File: config.mk
export PLATFORM = sky130hd
export DESIGN_NAME = dataflow_deadlock_monitor
export DESIGN_NICKNAME = d
export VERILOG_FILES = /design/src/rtl/dl_monitor_pkg.sv /design/src/rtl/dl_lsb_encoder.sv /design/src/rtl/dataflow_deadlock_monitor.sv
export SDC_FILE = /design/constraint.sdc
export NUM_CORES = 1
export LEC_CHECK = 0
export CAP_MARGIN = 20
export CORE_UTILIZATION = 30
export CTS_CLUSTER_DIAMETER = 100
export CTS_CLUSTER_SIZE = 8
export DETAILED_ROUTE_END_ITERATION = 12
export PLACE_DENSITY_LB_ADDON = 0.1
export SYNTH_ARGS = -nofsm -noshare
export SYNTH_HDL_FRONTEND = slang
export SYNTH_SLANG_ARGS = --single-unit
File: constraint.sdc
create_clock -name clock -period 6.6 [get_ports clock]
set_clock_uncertainty 0.15 [all_clocks]
set_input_delay 1.65 -clock clock [delete_from_list [all_inputs] [get_ports clock]]
set_output_delay 1.65 -clock clock [all_outputs]
set_load 0.005 [all_outputs]
File: src/rtl/dl_monitor_pkg.sv
// Shared types and helpers for the dataflow deadlock monitor.
package dl_monitor_pkg;

    localparam int unsigned TIMESTAMP_W = 32;

    typedef enum logic [1:0] {
        StWatch   = 2'd0,
        StStall   = 2'd1,
        StLatched = 2'd2
    } dl_state_e;

    // Ceiling log2; returns 0 for inputs of 0 or 1.
    function automatic int unsigned clog2(input int unsigned value);
        int unsigned res;
        int unsigned v;
        res = 0;
        v   = (value > 0) ? value - 1 : 0;
        while (v > 0) begin
            res = res + 1;
            v   = v >> 1;
        end
        return res;
    endfunction

endpackage

File: src/rtl/dl_lsb_encoder.sv
// Combinational lowest-set-bit index encoder; output is 0 for an all-zero vector.
module dl_lsb_encoder #(
    parameter int unsigned NUM_PROC = 13,
    parameter int unsigned IDX_W    = 4
) (
    input  logic [NUM_PROC-1:0] vec_i,
    output logic [IDX_W-1:0]    idx_o
);

    // Scan high to low so the last hit written is the lowest set bit.
    always_comb begin
        idx_o = '0;
        for (int i = int'(NUM_PROC) - 1; i >= 0; i--) begin
            if (vec_i[i]) begin
                idx_o = IDX_W'(i);
            end
        end
    end

endmodule

File: src/rtl/dataflow_deadlock_monitor.sv
// Deadlock monitor for one HLS dataflow region: flags a sticky deadlock once every process
// has been stopped for STALL_CYCLES consecutive cycles with at least one AXIS stall.
module dataflow_deadlock_monitor
    import dl_monitor_pkg::*;
#(
    parameter int unsigned         NUM_PROC       = 13,
    parameter logic [NUM_PROC-1:0] AXIS_PROC_MASK = NUM_PROC'(13'b1_0001_0000_0001),
    parameter int unsigned         STALL_CYCLES   = 16,
    parameter int unsigned         CNT_W          = clog2(STALL_CYCLES + 1),
    parameter int unsigned         IDX_W          = (clog2(NUM_PROC) < 1) ? 1 : clog2(NUM_PROC)
) (
    input  logic                   clock,
    input  logic                   reset,
    input  logic                   enable,
    input  logic                   clear,
    input  logic [NUM_PROC-1:0]    axis_block_sigs,
    input  logic [NUM_PROC-1:0]    inst_idle_sigs,
    input  logic [NUM_PROC-1:0]    inst_block_sigs,
    output logic                   block,
    output logic                   deadlock,
    output logic [CNT_W-1:0]       stall_count,
    output logic [NUM_PROC-1:0]    culprit_vec,
    output logic [IDX_W-1:0]       first_axis_idx,
    output logic [TIMESTAMP_W-1:0] deadlock_cycle
);

    localparam logic [CNT_W-1:0] StallMax  = CNT_W'(STALL_CYCLES);
    localparam logic [CNT_W-1:0] StallLast = CNT_W'(STALL_CYCLES - 1);

    dl_state_e              state_q, state_d;
    logic                   block_q, block_d;
    logic                   deadlock_q, deadlock_d;
    logic [CNT_W-1:0]       stall_q, stall_d;
    logic [NUM_PROC-1:0]    culprit_q, culprit_d;
    logic [IDX_W-1:0]       idx_q, idx_d;
    logic [TIMESTAMP_W-1:0] dl_cycle_q, dl_cycle_d;
    logic [TIMESTAMP_W-1:0] cycle_ctr_q, cycle_ctr_d;

    logic [NUM_PROC-1:0] axis_vec;
    logic [NUM_PROC-1:0] stopped;
    logic                cond;
    logic                capture;
    logic [IDX_W-1:0]    lsb_idx;

    assign axis_vec = axis_block_sigs & AXIS_PROC_MASK;
    assign stopped  = inst_idle_sigs | inst_block_sigs | axis_vec;
    assign cond     = enable & (|axis_vec) & (&stopped);

    dl_lsb_encoder #(
        .NUM_PROC (NUM_PROC),
        .IDX_W    (IDX_W)
    ) u_lsb_encoder (
        .vec_i (axis_vec),
        .idx_o (lsb_idx)
    );

    always_comb begin
        state_d     = state_q;
        stall_d     = stall_q;
        deadlock_d  = deadlock_q;
        culprit_d   = culprit_q;
        idx_d       = idx_q;
        dl_cycle_d  = dl_cycle_q;
        capture     = 1'b0;
        block_d     = cond;
        cycle_ctr_d = (enable && !(&cycle_ctr_q)) ? cycle_ctr_q + 1'b1 : cycle_ctr_q;

        unique case (state_q)
            StWatch: begin
                if (cond) begin
                    stall_d = CNT_W'(1);
                    if (STALL_CYCLES == 1) begin
                        capture = 1'b1;
                    end else begin
                        state_d = StStall;
                    end
                end else begin
                    stall_d = '0;
                end
            end
            StStall: begin
                if (!cond) begin
                    state_d = StWatch;
                    stall_d = '0;
                end else if (stall_q == StallLast) begin
                    capture = 1'b1;
                end else begin
                    stall_d = stall_q + 1'b1;
                end
            end
            StLatched: begin
            end
            default: begin
                state_d = StWatch;
            end
        endcase

        // Captures all sample the inputs of the cycle that completes the stall run.
        if (capture) begin
            state_d    = StLatched;
            deadlock_d = 1'b1;
            stall_d    = StallMax;
            culprit_d  = axis_vec;
            idx_d      = lsb_idx;
            dl_cycle_d = cycle_ctr_q;
        end

        // Clear wins over a simultaneous detection.
        if (clear) begin
            state_d    = StWatch;
            deadlock_d = 1'b0;
            stall_d    = '0;
            culprit_d  = '0;
            idx_d      = '0;
            dl_cycle_d = '0;
        end
    end

    always_ff @(posedge clock) begin
        if (reset) begin
            state_q     <= StWatch;
            block_q     <= 1'b0;
            deadlock_q  <= 1'b0;
            stall_q     <= '0;
            culprit_q   <= '0;
            idx_q       <= '0;
            dl_cycle_q  <= '0;
            cycle_ctr_q <= '0;
        end else begin
            state_q     <= state_d;
            block_q     <= block_d;
            deadlock_q  <= deadlock_d;
            stall_q     <= stall_d;
            culprit_q   <= culprit_d;
            idx_q       <= idx_d;
            dl_cycle_q  <= dl_cycle_d;
            cycle_ctr_q <= cycle_ctr_d;
        end
    end

    assign block          = block_q;
    assign deadlock       = deadlock_q;
    assign stall_count    = stall_q;
    assign culprit_vec    = culprit_q;
    assign first_axis_idx = idx_q;
    assign deadlock_cycle = dl_cycle_q;

endmodule

Word-level counts from Yosys, hierarchy flattened:

Index checks and enable logic that the tools add are counted.

* reduce and logical (&&, ||, !) cells: 14
* muxes and demuxes: 15
* bitwise operators: 5
* equality and inequality tests: 10
* add/sub/neg operators: 2

Operators by type and width (number)
* $add A32 B1 Y32 const B: 1
* $reduce_and A32 Y1: 1
* $or A13 B13 Y13: 2
* $mux W5: 3
* $reduce_and A13 Y1: 1
* $mux W4: 3
* $pmux W5 S2: 1
* $ne A3 B3 Y1 const B: 3
* $mux W2: 3
* $ne A2 B2 Y1 const B: 3
* $pmux W2 S3: 1
* $reduce_and A3 Y1: 2
* $reduce_or A3 Y1: 2
* $add A5 B1 Y5 const B: 1
* $eq A5 B4 Y1 const B: 1
* $mux W1: 4
* $ne A4 B4 Y1 const B: 1
* $reduce_and A2 Y1: 2
* $reduce_bool A3 Y1: 1
* $and A1 B1 Y1: 2
* $eq A2 B1 Y1 const B: 1
* $eq A2 B2 Y1 const B: 1
* $logic_not A2 Y1: 1
* $reduce_bool A2 Y1: 1
* other kinds (4): 4

* bits of input ports: 43
* word-level logic and storage cells: 56
* output and inout bits: 56
* register bits: 80

Longest topological paths before layout:

Gate-level depths: netlist of run 1.

* word-level depth: 8
* mapped depth: 9

Cells and area by module:

From an unflattened synthesis of run 1, not the netlist that was laid out.

* cells, all modules: 482
* area total of the unflattened synthesis: 3839.9 um^2

Modules (own cells, without submodules)
* dataflow_deadlock_monitor: times used 1, cells each 460, sequential area each 1601.5 um^2, area each 3714.8 um^2
* dl_lsb_encoder: times used 1, cells each 22, sequential area each 0.0 um^2, area each 125.1 um^2

Least setup slack after synthesis of run 1:

Ideal clock, no wire load.

* path kind: input-to-reg
* from: input inst_block_sigs[2]
* to: register culprit_q[0], in the netlist culprit_vec[0]
* library setup time: 0.119 ns
* arrival: 3.390 ns
* cell stages on the path: 8
* required time: 6.331 ns
* slack: 2.940 ns
* cells stage by stage: o22a_2 > o21ai_2 > or4_4 > or4_1 > clkbuf_1 > buf_6 > buf_6 > mux2i_1

* longest elaborated chain between the ends: 6

RTL lines
* from (decl): RTL line dataflow_deadlock_monitor.sv:18 `input logic [NUM_PROC-1:0] inst_block_sigs,`
* $or A13 B13 Y13 (2 in a row): RTL line dataflow_deadlock_monitor.sv:46 `assign stopped = inst_idle_sigs | inst_block_sigs | axis_vec;`
* $reduce_and A13 Y1: RTL line dataflow_deadlock_monitor.sv:47 `assign cond = enable & (|axis_vec) & (&stopped);`
* $and A1 B1 Y1: RTL line dataflow_deadlock_monitor.sv:47
* $mux W1: RTL line dataflow_deadlock_monitor.sv:82 `if (!cond) begin`
* $mux W1: RTL line dataflow_deadlock_monitor.sv:68 `unique case (state_q)`
* to (signal assigned): RTL line dataflow_deadlock_monitor.sv:134 `culprit_q <= culprit_d;`
* to (decl): RTL line dataflow_deadlock_monitor.sv:34 `logic [NUM_PROC-1:0] culprit_q, culprit_d;`

No other way between the ends.
A chain may end at the register's enable or synchronous reset.

Final worst setup path of run 1:

* from: input axis_block_sigs[12]
* to: register dl_cycle_q[31], in the netlist deadlock_cycle[31]

* longest elaborated chain between the ends: 5

RTL lines
* from (decl): RTL line dataflow_deadlock_monitor.sv:16 `input logic [NUM_PROC-1:0] axis_block_sigs,`
* $or A13 B13 Y13 / $reduce_or A3 Y1 (equally long branches): RTL line dataflow_deadlock_monitor.sv:46, dataflow_deadlock_monitor.sv:47
* $reduce_and A13 Y1 / $and A1 B1 Y1 (equally long branches): RTL line dataflow_deadlock_monitor.sv:47
* $and A1 B1 Y1 (*): RTL line dataflow_deadlock_monitor.sv:47
* $mux W1 (*): RTL line dataflow_deadlock_monitor.sv:82
* $mux W1 (*): RTL line dataflow_deadlock_monitor.sv:68
* to (signal assigned): RTL line dataflow_deadlock_monitor.sv:136 `dl_cycle_q <= dl_cycle_d;`
* to (decl): RTL line dataflow_deadlock_monitor.sv:36 `logic [TIMESTAMP_W-1:0] dl_cycle_q, dl_cycle_d;`

Mark *: on every way between the ends. The rest lies on a longest branch, timed or not.

==> results.tsv, run 1 <==
stage	metric	value	unit
pwr	Pint	0.798	mW
grt	initial antenna violation count	0	
cells_and_area	FF/Latch Area	1560	sq um
cells_and_area	Multi-input gate area	2030	sq um
job	max_cap viols	0	
cells_and_area	final-stage net count	557	
die	Die Ht	114	um
synth	top cells by area, synth	dfxtp_1, mux2i_1, nand2_1	
clocking	CTS tree	built	
synth	most numerous cell in the Yosys netlist	nand2_1	
timing	final hold vios	0	
setup_path	WS Path Type	input port to flop	
setup_path	Arrival @ worst endpoint	4.14	ns
placement	post-place setup slack	2.14	ns
timing	final setup fails	0	
clocking	CTS Buf Count	9	
die	core footprint	12100	sq um
setup_path	CP required	6.65	ns
clocking	clock root buffer	clkbuf_16	
route	drt drc	0	
timing	Final Max Tran Viols	0	
grt	GRT overflow	0	
clocking	Clock Latency Late Sink	0.34	ns
synth	leading area contributor after synthesis	dfxtp_1	
die	# rows	40	
pwr	clock power share	48.8	%
synth	Distinct cells, synth	49	
timing	Tightest Pin Transition	0.993	ns
timing	maximum operating frequency	244	MHz
clocking	CTS max path bufs	2	
grt	Total GRT Usage	14.4	%
grt	first-pass GRT wire length	14800	um
timing	min cycle time layout	4.09	ns
die	die width	114	um
placement	DP HPWL	6250	um
cells_and_area	layout cells sized above 1	6.01	%
pwr	Power Total	1.02	mW
setup_path	Setup crit end kind	flop	
timing	Final WS setup	2.51	ns
clocking	total clock sinks	78	
route	Routed Wire Length	8870	um
synth	post-synthesis cell count	446	
placement	Routability Congestion	0.775	
synth	yosys warns	0	
route	Antenna Violating Nets Remaining	0	
die	starting density of the core	31.1	%
route	Iter 0 DRT Violations	161	
synth	synth cell count leaders	nand2_1, dfxtp_1, mux2i_1, nor2_1	
route	WL/cell	13.0	um
timing	Fin Setup TNS	0	ns
clocking	clock-pin slew of the registers on the worst-case setup and hold paths	0.06	ns
synth	Async S/R FF share, synth	0	%
route	vias	3260	
setup_path	critical path peak fanout	39	
placement	number of port buffers	76	
synth	Synth top area share	41.5	%
synth	flops & latches, synth	78	
route	drt pass-1 iters	4	
timing	WHS	0.305	ns
die	die area	13000	sq um
synth	Seq/Total Area, Yosys	41.5	%
pwr	Power Density	208	nW/um^2
synth	Cell Area, Synth	3760	sq um
grt	vias in the first global route	3129	
pwr	sw power	0.222	mW
die	Ports	99	
synth	Synth Area per Inst	8.44	sq um
synth	ys flop type	dfxtp_1	
timing	slew margin rel.	33.2	%
pwr	Logic pwr share	4.7	%
worst_hold_path	Tightest Hold Check Type	flop to flop	
timing	Tcrit/Tclk final	62.0	%
setup_path	nature of the critical path startpoint	input port	
pwr	sequential share of power	46.5	%
cells_and_area	Final Util	40.6	%
pwr	Lkg Pwr	1.81	nW
clocking	Post-CTS Setup Bufs	0	
synth	Post-synth EDFFs	0	
cells_and_area	area growth from synthesis to layout	30.5	%
cells_and_area	n_diodes	0	
pwr	worst IR drop on VDD	0.130	mV
grt	largest net degree at the start of global routing	49	
clocking	post_cts resized	0	
run_status	outcome	finished, final reports clean	
clocking	CTS Hold Buffers Added	0	
pwr	Sw Share	21.8	%
timing	RSZ-0062 raised after global routing	false	
cells_and_area	fill cell count	1270	
clocking	CTS H-tree lvls	3	
route	vias per inst	4.77	
placed cells by master, fill, tap and decap left out, types with 5 or more instances in the layout:
cell type and instances:
a21oi_1 14, and4_1 7, clkbuf_16 9, clkdlybuf4s50_1 76, conb_1 12, dfxtp_1 78, inv_1 6, mux2i_1 38
nand2_1 88, nand3_1 14, nand4_1 15, nor2_1 37, nor3_1 10, nor4_1 10, o21ai_0 6, or3_1 5
or4_1 6, xnor2_1 20
metrics by stage:
stage          cells  area, sq um
5_1_grt          684         4910
2_1_floorplan    457         3810
6_report         684         4910
4_1_cts          684         4910
3_5_place_dp     668         4610
3_3_place_gp     668         4610
sequential cells by signal (all words and copies together), names as in the netlist:
| register | count |
|---|---|
| cycle_ctr_q | 32 |
| deadlock_cycle | 32 |
| stall_count | 5 |
| culprit_vec | 3 |
| first_axis_idx | 2 |
| state_q | 2 |
| block | 1 |
| deadlock | 1 |
worst max-delay path: stages:
cell	delay, ns
clkdlybuf4s50_1	0.57
o22a_1	0.18
nor2_1	0.06
or4_4	0.47
or4_2	0.65
buf_4	0.34
mux2i_1	0.19
power by group through the flow:
stage	Clock, mW	Sequential, mW	Combinational, mW
global placement	0	0.484	0.0483
floorplan	0	0.484	0.0270
finish	0.498	0.474	0.0479
detailed placement	0	0.485	0.0489
CTS	0.512	0.474	0.0490
global route	0.531	0.474	0.0534
per-layer routing:
metal	GRT usage [%]	vias up	part of all wire (%)
met4	6.75	0	1.8
met5	0	-	0
met2	24.5	73	45
li1	-	1674	-
met3	2.44	10	4.5
met1	17.6	1503	48
cell type report:
class	instances	share of cell area (%)
inverters	6	0.458
clock buffers	10	4.86
clock inverters	6	1.25
multi-input cells	336	41.3
well taps	168	4.28
flip-flops and latches	78	31.8
repair buffers	80	16.1
kinds of logic (layout without fill, tap and decap cells):
| kind of cell | after synthesis | in the layout | synth area share (%) |
|---|---|---|---|
| xor+xnor | 22 | 22 | 5.12 |
| buf+inv | 43 | 102 | 5.98 |
| mux | 40 | 40 | 10.7 |
| simple gates | 215 | 215 | 28.0 |
| fa+ha+maj | 3 | 3 | 0.997 |
| compound gates | 44 | 44 | 7.58 |
| flops | 78 | 78 | 41.5 |
| other cells | 1 | 12 | 0.0996 |
path summary, 6_finish.rpt:
| path | startpoint | endpoint | slack, ns | cells after the start |
|---|---|---|---|---|
| setup / recovery | axis_block_sigs[12] | deadlock_cycle[31] | 2.51 | 7 |
| hold / removal | deadlock_cycle[1] | deadlock_cycle[1] | 0.31 | 2 |
| setup reg to reg | cycle_ctr_q[24] | cycle_ctr_q[17] | 3.95 | 5 |
| hold reg to reg | deadlock_cycle[1] | deadlock_cycle[1] | 0.31 | 2 |
Power figures use the tool's default switching activity.
==> inputs of run 2 (changes only) <==
==> constraint.sdc (replaced) <==
create_clock -name clock -period 3.8 [get_ports clock]
set_clock_uncertainty 0.15 [all_clocks]
set_input_delay 0.95 -clock clock [delete_from_list [all_inputs] [get_ports clock]]
set_output_delay 0.95 -clock clock [all_outputs]
set_load 0.005 [all_outputs]
==> run 2 against run 1 <==
  * Worst setup slack worse by 1.9 ns
  * Total power up 69%
  * Clock power up 64%
  * Routed wire length down 0.37%
  * Die area unchanged
  * Non-clock buffer count up 4
  * Sequential share of layout area down 0.19 points
  * Hold slack worse by 0.0080 ns
  * Sequential cell count unchanged
  * Cell count up 0.58%
  * Utilization up 0.25 points
==> results.tsv, run 2 (synthesis results as in run 1) <==
stage	metric	value	unit	change
cells_and_area	Layout Cells excl Fill	688		+0.58%
pwr	Logic pwr share	4.9	%	+0.2 points
route	drt drc	0		unchanged
setup_path	critical path peak fanout	39		unchanged
timing	Tightest Pin Transition	0.552	ns	-0.441 ns
cells_and_area	layout cells sized above 1	6.54	%	+0.53 points
route	WL/cell	12.8	um	-0.95%
setup_path	RR Endpoint	deadlock_cycle[18]		
grt	first-pass GRT wire length	15100	um	+2.2%
grt	Total GRT Usage	14.4	%	+0.063 points
route	Routed Wire Length	8830	um	-0.37%
setup_path	Arrival @ worst endpoint	3.30	ns	-0.84 ns
worst_hold_path	Hold Startpoint	deadlock		
clocking	Post-CTS Setup Bufs	0		unchanged
clocking	CTS Hold Buffers Added	0		unchanged
route	Antenna Violating Nets Remaining	0		unchanged
placement	Area after DPL	4660	sq um	+0.92%
timing	Final Max Tran Viols	0		unchanged
grt	GRT overflow	0		unchanged
clocking	Clock Latency Late Sink	0.33	ns	about the same
worst_hold_path	Tightest Hold Check Type	flop to flop		
timing	Fin Setup TNS	0	ns	unchanged
timing	Tcrit/Tclk final	85.2	%	
pwr	worst IR drop on VDD	0.133	mV	+2.2%
die	starting density of the core	31.1	%	unchanged
cells_and_area	commonest non-fill, non-tap cell in the layout	nand2_1		
clocking	post_cts resized	0		unchanged
setup_path	Worst R2R Setup Slack	1.35	ns	-2.60 ns
timing	final hold vios	0		unchanged
setup_path	Reg-to-Reg Start	stall_count[1]		
setup_path	WS Path Type	input port to flop		
clocking	CTS H-tree lvls	3		unchanged
route	vias	3258		-0.061%
setup_path	CP required	3.86	ns	-2.79 ns
grt	vias in the first global route	3202		+2.3%
worst_hold_path	Hold Crit Depth	2		unchanged
placement	Routability Congestion	0.749		-3.4%
pwr	clock power share	47.3	%	-1.5 points
clocking	clock root buffer	clkbuf_16		
timing	final setup fails	0		unchanged
clocking	CTS max path bufs	2		unchanged
grt	largest net degree at the start of global routing	49		unchanged
run_status	outcome	finished, final reports clean		
timing	min cycle time layout	3.24	ns	
clocking	CTS Buf Count	9		unchanged
cells_and_area	final-stage net count	561		+0.72%
setup_path	Setup crit end kind	flop		
cells_and_area	fill cell count	1259		-0.87%
die	die area	13000	sq um	unchanged
route	drt pass-1 iters	4		unchanged
route	vias per inst	4.74		-0.64%
clocking	clock-pin slew of the registers on the worst-case setup and hold paths	0.06	ns	about the same
pwr	Sw Share	22.1	%	+0.36 points
setup_path	reg2reg path depth	7		+2
setup_path	nature of the critical path startpoint	input port		
pwr	Power Total	1.72	mW	+69%
cells_and_area	most frequent cells in the layout	nand2_1, dfxtp_1, clkdlybuf4s50_1		
timing	maximum operating frequency	309	MHz	
grt	initial antenna violation count	0		unchanged
die	Die Ht	114	um	unchanged
timing	slew margin rel.	63.1	%	+30 points
route	Iter 0 DRT Violations	129		-20%
clocking	total clock sinks	78		unchanged
placement	placed cells	672		+0.60%
placement	number of port buffers	76		unchanged
cells_and_area	area growth from synthesis to layout	31.3	%	
pwr	Lkg Pwr	1.82	nW	+0.57%
pwr	Pint	1.34	mW	+68%
clocking	CTS tree	built		
timing	RSZ-0062 raised after global routing	false		
worst_hold_path	WHS Endpoint	deadlock		
die	core footprint	12100	sq um	unchanged
die	# rows	40		unchanged
cells_and_area	n_diodes	0		unchanged
cells_and_area	Final Cell Area	4940	sq um	+0.61%
placement	DP HPWL	6160	um	-1.3%
die	Ports	99		unchanged
pwr	Power Density	349	nW/um^2	+68%
pwr	sequential share of power	47.8	%	+1.3 points
die	die width	114	um	unchanged
pwr	sw power	0.382	mW	+72%
job	max_cap viols	0		unchanged
[run 2: cell types whose count changed in the layout (fill, tap and decap cells not counted)]
| cell | delta |
|---|---|
| clkbuf_1 | +1 |
| clkbuf_8 | +1 |
| clkinvlp_4 | +2 |
| bufinv_16 | -1 |
| clkinv_2 | -3 |
| buf_4 | +3 |
| buf_12 | +1 |
[run 2: how the worst max path moves through the flow]
stage | startpoint | to | slack [ns] | depth (start not counted)
3_3_place_gp | axis_block_sigs[8] | deadlock_cycle[15] | 0.22 | 7
5_1_grt | axis_block_sigs[8] | deadlock_cycle[18] | 0.45 | 7
4_1_cts | inst_block_sigs[2] | deadlock_cycle[20] | 0.56 | 7
6_report | axis_block_sigs[8] | deadlock_cycle[18] | 0.56 | 7
2_1_floorplan | inst_block_sigs[2] | culprit_vec[0] | 0.84 | 8
3_5_place_dp | inst_block_sigs[2] | deadlock_cycle[18] | 0.21 | 7
[run 2: area by class of cell]
type | count | area, sq um | share of cell area (%)
timing repair buffer | 84 | 833 | 16.9
inverter | 6 | 22.5 | 0.456
clock buffer | 12 | 256 | 5.19
clock inverter | 4 | 31.3 | 0.633
tap | 168 | 210 | 4.25
sequential | 78 | 1560 | 31.6
multi-input combinational | 336 | 2030 | 41.0
[run 2: metrics by stage]
step                      hold slack [ns]  util, %  setup WS (ns)
after CTS                           0.305     40.8          0.565
final                               0.297     40.8          0.564
after global routing                0.329     40.8          0.448
after floorplan                     0.292        -          0.840
after global placement              0.285     38.4          0.217
after detailed placement            0.297     38.4          0.213
[run 2: critical path: stages]
cell and delay, ns:
clkdlybuf4s50_1 0.56, o22a_1 0.16, nor2_1 0.05, or4_4 0.46, or4_2 0.70, buf_12 0.23
mux2i_1 0.15
[run 2: per-layer routing]
metal	vias to the layer above	GRT usage (%)	share of wire [%]
met5	-	0	0
met4	0	5.71	1.6
met3	11	2.66	5.4
met2	78	24.0	45
met1	1492	18.4	48
li1	1677	-	-
[run 2: power by group through the flow]
stage | Clock, mW | Combinational, mW | Sequential, mW
finish | 0.815 | 0.0850 | 0.824
global route | 0.871 | 0.0941 | 0.824
CTS | 0.838 | 0.0865 | 0.823
detailed placement | 0 | 0.0857 | 0.842
global placement | 0 | 0.0851 | 0.841
floorplan | 0 | 0.0469 | 0.841
